<file path="src/rtl/fetch_queue_pkg.sv">
// Shared widths and helper types for the fetch queue slice.
// WORD_DEF/ADDR_DEF are the project-wide instruction and PC widths.
package fetch_queue_pkg;

    localparam int WORD_DEF = 32;
    localparam int ADDR_DEF = 32;

    // Encoded as {push, pop} so the control vector casts straight to an op.
    typedef enum logic [1:0] {
        OP_IDLE = 2'b00,
        OP_POP  = 2'b01,
        OP_PUSH = 2'b10,
        OP_BOTH = 2'b11
    } q_op_e;

endpackage

</file>
<file path="src/rtl/fetch_queue_mem.sv">
// Storage for the fetch queue: one synchronous write port, one asynchronous read port.
// Contents are deliberately not reset; the top gates the read data with its valid flag.
module fetch_queue_mem
    import fetch_queue_pkg::*;
#(
    parameter int DEPTH = 4,
    parameter int WIDTH = WORD_DEF + ADDR_DEF,
    parameter int PTRW  = $clog2(DEPTH)
) (
    input  logic             clk,
    input  logic             we,
    input  logic [PTRW-1:0]  waddr,
    input  logic [WIDTH-1:0] wdata,
    input  logic [PTRW-1:0]  raddr,
    output logic [WIDTH-1:0] rdata
);

    logic [WIDTH-1:0] mem [DEPTH];

    always_ff @(posedge clk) begin
        if (we) begin
            mem[waddr] <= wdata;
        end
    end

    assign rdata = mem[raddr];

endmodule

</file>
<file path="src/rtl/fetch_queue.sv">
// Instruction fetch queue between fetch and decode: strict FIFO with stall and branch flush.
// Pointers, occupancy count and flush handling live here; storage is in fetch_queue_mem.
module fetch_queue
    import fetch_queue_pkg::*;
#(
    parameter int WORD  = WORD_DEF,
    parameter int ADDR  = ADDR_DEF,
    parameter int DEPTH = 4,
    parameter int PTRW  = $clog2(DEPTH)
) (
    input  logic            clk,
    input  logic            reset,
    input  logic            in_v_i,
    output logic            in_rdy_o,
    input  logic [WORD-1:0] inst_i,
    input  logic [ADDR-1:0] pc_i,
    output logic            out_v_o,
    input  logic            stall_i,
    output logic [WORD-1:0] inst_o,
    output logic [ADDR-1:0] pc_o,
    input  logic            flush_i,
    output logic [PTRW:0]   count_o
);

    localparam int CW = PTRW + 1;
    localparam logic [PTRW:0] FULL_CNT = CW'(DEPTH);

    logic [PTRW-1:0]      rd_ptr;
    logic [PTRW-1:0]      wr_ptr;
    logic [PTRW:0]        count;
    logic                 push;
    logic                 pop;
    q_op_e                op;
    logic [WORD+ADDR-1:0] rd_data;

    // Ready depends only on the registered count, so stall never reaches fetch combinationally.
    assign in_rdy_o = (count != FULL_CNT);
    assign out_v_o  = (count != '0);
    assign push     = in_v_i & in_rdy_o & ~flush_i;
    assign pop      = out_v_o & ~stall_i & ~flush_i;
    assign op       = q_op_e'({push, pop});
    assign count_o  = count;

    assign inst_o = out_v_o ? rd_data[WORD+ADDR-1:ADDR] : '0;
    assign pc_o   = out_v_o ? rd_data[ADDR-1:0]         : '0;

    always_ff @(posedge clk or negedge reset) begin
        if (!reset) begin
            rd_ptr <= '0;
            wr_ptr <= '0;
            count  <= '0;
        end else if (flush_i) begin
            rd_ptr <= '0;
            wr_ptr <= '0;
            count  <= '0;
        end else begin
            if (push) begin
                wr_ptr <= wr_ptr + PTRW'(1);
            end
            if (pop) begin
                rd_ptr <= rd_ptr + PTRW'(1);
            end
            case (op)
                OP_PUSH: count <= count + CW'(1);
                OP_POP:  count <= count - CW'(1);
                default: count <= count;
            endcase
        end
    end

    fetch_queue_mem #(
        .DEPTH (DEPTH),
        .WIDTH (WORD + ADDR),
        .PTRW  (PTRW)
    ) u_mem (
        .clk   (clk),
        .we    (push),
        .waddr (wr_ptr),
        .wdata ({inst_i, pc_i}),
        .raddr (rd_ptr),
        .rdata (rd_data)
    );

endmodule

</file>
<file path="config.mk">
export PLATFORM = sky130hd
export DESIGN_NAME = fetch_queue
export DESIGN_NICKNAME = d
export VERILOG_FILES = /design/src/rtl/fetch_queue_pkg.sv /design/src/rtl/fetch_queue_mem.sv /design/src/rtl/fetch_queue.sv
export SDC_FILE = /design/constraint.sdc
export NUM_CORES = 1
export LEC_CHECK = 0
export CORE_MARGIN = 2
export CORE_UTILIZATION = 55
export CTS_CLUSTER_DIAMETER = 50
export DETAILED_ROUTE_END_ITERATION = 7
export GPL_ROUTABILITY_DRIVEN = 0
export PLACE_DENSITY = 0.84
export SLEW_MARGIN = 10
export SYNTH_ARGS = -nofsm -noshare
export SYNTH_HDL_FRONTEND = slang
export SYNTH_HIERARCHICAL = 1
export SYNTH_SLANG_ARGS = --single-unit
</file>
<file path="constraint.sdc">
create_clock -name clk -period 8.6 [get_ports clk]
set_input_delay 1.29 -clock clk [delete_from_list [all_inputs] [get_ports clk]]
set_output_delay 1.29 -clock clk [all_outputs]
set_load 0.005 [all_outputs]
</file>
Word-level counts from Yosys, hierarchy flattened
Memories as Yosys holds them, arrays and structs flattened.
Index checks and enable logic that the tools add are counted.
- div/mod/pow operators: 0
- bitwise operators: 6
- reduce and logical (&&, ||, !) cells: 4
- shift-type cells: 0
- equal/unequal tests: 3
- multiplexer cells: 10
- add/sub/neg operators: 4
- $lt $le $gt $ge: 0
- $mul: 0
- operators by type and width (operator ; number):
    32-bit two-way mux ; 2
    2-bit two-way mux ; 4
    3-bit case mux with 2 select lines ; 1
    3-bit nonzero test ; 2
    2-bit by 1-bit adder with 2-bit output (second input constant) ; 2
    1-bit bitwise AND ; 4
    2-bit nonzero test ; 2
    3-bit by 1-bit adder with 3-bit output (second input constant) ; 1
    3-bit two-way mux ; 1
    3-bit inequality test (second input constant) ; 1
    3-bit by 1-bit subtractor with 3-bit output (second input constant) ; 1
    2-bit by 1-bit == test with 1-bit output (second input constant) ; 1
    2-bit == test (second input constant) ; 1
    1-bit two-way mux ; 2
    1-bit inverter ; 2
- output and inout bits: 69
- input port bits: 69
- ROM bits: 0
- bits in writable memories: 256
- latch bits: 0
- logic and storage cells: 31
- flip-flop bits (word level): 7
- memories: 1
- memories (memory ; depth ; width ; rd ports ; clocked after Yosys merged registers in ; write ports ; line ; RTL):
    u_mem.mem ; 4 ; 64 ; 1 ; 0 ; 1 ; fetch_queue_mem.sv:18 ; logic [WIDTH-1:0] mem [DEPTH];

Depth between registers and ports, before layout
- depth after elaboration: 6
- depth in mapped cells: 8
- mapped depth without buffers: 7

By module
The synthesis kept the hierarchy.
- modules (own cells, without submodules) (module ; area each (um2) ; seq. area each (um2) ; times used ; cells each):
    fetch_queue_mem ; 9341.5 ; 7687.4 ; 1 ; 338
    fetch_queue ; 1031.0 ; 175.2 ; 1 ; 128

Worst setup path before layout
Ideal clock, no wire load.
- path type: input port to flip-flop
- start: in in_v_i
- end: mem u_mem/mem[0][0] (netlist bit), enable pin
- setup time: 0.578 ns
- path slack: 1.530 ns
- arrival time: 6.492 ns
- stages on the path: 4
- required time: 8.022 ns
- buffers on the path: 1
- cell sequence: buf_4 inv_1 nor3_1 nor3b_1
- word-level cells in the longest chain between the ends: 4
- ends and longest elaborated chain (what ; line ; RTL):
    start: declaration ; fetch_queue.sv:13 ; input logic in_v_i,
    1-bit bitwise AND (2 in a row) ; fetch_queue.sv:39 ; assign push = in_v_i & in_rdy_o & ~flush_i;
    net push ; fetch_queue.sv:31 ; logic push;
    1-bit two-way mux ; fetch_queue_mem.sv:21 ; if (we) begin
    1-bit two-way mux (implied by the code) ; fetch_queue_mem.sv:22 ; mem[waddr] <= wdata;
    end: declaration ; fetch_queue_mem.sv:18 ;
The timed path passes the listed nets, and every way through them passes these cells.

Worst setup path in the final report
- start: reg rd_ptr[0]
- end: out pc_o[0]
- word-level cells in the longest chain between the ends: 2
- ends and longest elaborated chain (what ; line ; RTL):
    start: declaration ; fetch_queue.sv:28 ; logic [PTRW-1:0] rd_ptr;
    start signal: assignment ; fetch_queue.sv:61 ; rd_ptr <= rd_ptr + PTRW'(1);
    memory read 4 x 64 bit ; - ;
    net rd_data[0] ; fetch_queue.sv:34 ; logic [WORD+ADDR-1:0] rd_data;
    32-bit two-way mux ; fetch_queue.sv:45 ; assign pc_o = out_v_o ? rd_data[ADDR-1:0] : '0;
    end: declaration ; fetch_queue.sv:20 ; output logic [ADDR-1:0] pc_o,
The timed path passes the listed nets, and every way through them passes these cells.

==> metrics.yaml <==
grt:
  overflow: 0
  grt.total_usage: 0.193
  grt_start_max_net_pins: 67
  grt_pass1_vias: 5285
  antenna_found_initial: 0
  grt_pass1_wl_um: 29500
cts:
  clockBufferDepth: 3
  cts_post_setup_buffers_inserted: 0
  cts_tree: "done"
  holdBufCountCts: 0
  cts_sinks: 263
  clkTransAtPathRegs_ns: 0.06
  cts.repair.resized: 0
  clock_latency_ns: 0.51
  numCtsBuffers: 26
  cts-htree-levels: 1
  root_buffer: "clkbuf_16"
die:
  dieArea_mm2: 0.0200
  coreArea_mm2: 0.0186
  die_height_um: 141
  die_w_um: 141
  ioPinCount: 138
  start_util: 0.558
  row_count: 50
synthesis:
  synth_edf_count: 256
  syn_nets: 536
  synth-async-reset-ratio: 0.0266
  synth_area_leaders: "edfxtp_1 (74%), mux4_2 (13%), and2_1 (3.9%)"
  synth_top_area_share: 0.741
  synth_flop_cell: "edfxtp_1"
  ys_seq_elements: 263
  synth_area_mm2: 0.0104
  seq_area_frac_synth: 0.758
  synth.avg_cell_area_um2: 22.3
  synth_warnings: 6
  synth_cell_types: 44
  synth_cells: 466
  synth_top_area_cell: "edfxtp_1"
layout:
  n_antenna_cell: 0
  nFillCells: 1127
  multiInputGateArea_mm2: 0.00223
  drive_above_1_share: 0.184
  seqCellArea_mm2: 0.00787
  areaGrowthSynthToFinish_pct: 21.3
  fin_nets: 678
power:
  p_leak_nw: 3.97
  power_density_mw_per_mm2: 226
  internal_power_mw: 2.24
  switching_share: 0.213
  peakVddDrop_mv: 0.146
  design_power_total_mw: 2.84
  pwr-share-seq: 0.519
  pwr-share-comb: 0.127
  clock_power_share: 0.354
  switching_power_uw: 605
hold_path:
  min_from: "wr_ptr[0]$_DFFE_PN0P_"
  hold_path_depth: 2
  holdCritPathClass: "reg2reg"
critical_path:
  worstSetupStartpointType: "register"
  crit_fanout: 47
  crit_start: "rd_ptr[0]$_DFFE_PN0P_"
  critPathCaptureType: "output port"
  worstSetupPathType: "reg2out"
  crit_required_ns: 7.31
  crit_arrival_ns: 3.28
  r2r_cells: 4
  timing.rr.start: "count_o[0]$_DFFE_PN0P_"
placement:
  dpl.hpwl_um: 10800
  port_buffers: 137
timing:
  fmax_mhz: 219
  setup_tns_ns: 0
  fin_crit_ns: 4.57
  drv_slew: 0
  rsz0062_at_grt: "no"
  setup_viol: 0
  max_slew_margin: 0.225
  hold_violations: 0
  worst_pin_slew_ns: 1.16
  finalCritPeriodShare: 0.531
  skew_ns: 0.0140
drt:
  drt_iter0_markers: 248
  dr.pass1.iters: 5
  num_vias: 4957
  drc: 0
  wirelength_um: 18800
  post_drt_wl_per_cell_um: 21.9
  drtAntennaViolNets: 0
  via_per_inst: 5.77
flow_run:
  cap_violations: 0
run_status:
  status: "completed"
[critical path, stage by stage, from the launching register on]
cell and delay [ns]:
dfrtp_4 0.69, buf_4 0.79, mux4_1 0.66, and2_1 0.15, clkdlybuf4s50_1 0.45
[layout by cell type (no fill, tap or decap), drive strengths merged, types with 3 or more instances in the layout]
master,instances
clkinv,12
a2111oi,4
mux4,64
buf,4
edfxtp,256
dfrtp,7
or3,3
a21oi,6
inv,6
nor3,3
clkdlybuf4s50,137
clkbuf,30
and2,64
[Yosys cell counts (all sizes together) (3+ instances only)]
library cell and number:
buf 25, dfrtp 7, a21oi 6, inv 4, or3 3, edfxtp 256, mux4 64, and2 64
a2111oi 4, nor3 3
[power by group through the flow]
stage	Clock (mW)	Combinational [mW]	Sequential, mW
after global placement	0	0.360	1.50
after global routing	1.08	0.390	1.48
after detailed placement	0	0.366	1.50
after CTS	1.03	0.369	1.47
after floorplan	0	0.216	1.48
final	1.01	0.362	1.47
[registers in the layout, indices dropped and copies added (netlist names)]
name / flops
count_o: 3
rd_ptr: 2
u_mem/mem: 256
wr_ptr: 2
[path summary, 6_finish.rpt]
path                       slack [ns]                    endpoint
hold reg to reg                  0.67       wr_ptr[0]$_DFFE_PN0P_
hold / removal                   0.67       wr_ptr[0]$_DFFE_PN0P_
setup / recovery                 4.03                     pc_o[0]
setup reg to reg                 5.84  u_mem/mem[1][11]$_DFFE_PP_
min in group asynchronous        1.06      count_o[2]$_DFFE_PN0P_
max in group asynchronous        7.23       rd_ptr[1]$_DFFE_PN0P_
[cell type report]
cell class / count / area share
flip-flops and latches: 263 / 0.626
repair buffers: 141 / 0.111
clock buffers: 30 / 0.0546
multi-input cells: 172 / 0.177
clock inverters: 15 / 0.00666
well taps: 234 / 0.0233
inverters: 4 / 0.00119
[metal layers]
metal  global-route usage  part of all wire
met1                0.260              0.42
met2                0.331              0.51
met3               0.0348             0.055
met4               0.0532             0.019
met5                    0                 0
[stage by stage]
| step | setup slack, ns | hold slack (ns) | utilization | instance area [um2] | instances |
|---|---|---|---|---|---|
| final | 4.03 | 0.671 | 0.677 | 12600 | 859 |
| after global routing | 3.77 | 0.748 | 0.677 | 12600 | 859 |
| after CTS | 3.92 | 0.665 | 0.677 | 12600 | 859 |
| after detailed placement | 4.38 | 0.660 | 0.635 | 11800 | 814 |
| after global placement | 4.47 | 0.624 | 0.635 | 11800 | 814 |
| after floorplan | 1.53 | 0.518 | - | 10400 | 466 |
[logic make-up (layout without fill, tap and decap cells)]
| kind of cell | Yosys count | in the layout | share of synthesized area |
|---|---|---|---|
| buffers and inverters | 31 | 190 | 0.0288 |
| adders and majority gates | 1 | 1 | 0.00193 |
| muxes | 65 | 65 | 0.141 |
| AOI/OAI and AO/OA | 17 | 17 | 0.0132 |
| DFF | 263 | 263 | 0.758 |
| and+or+nand+nor | 87 | 87 | 0.0549 |
| xor gates and xnor gates | 2 | 2 | 0.00169 |
No activity file was read; power rests on OpenSTA's default activity.
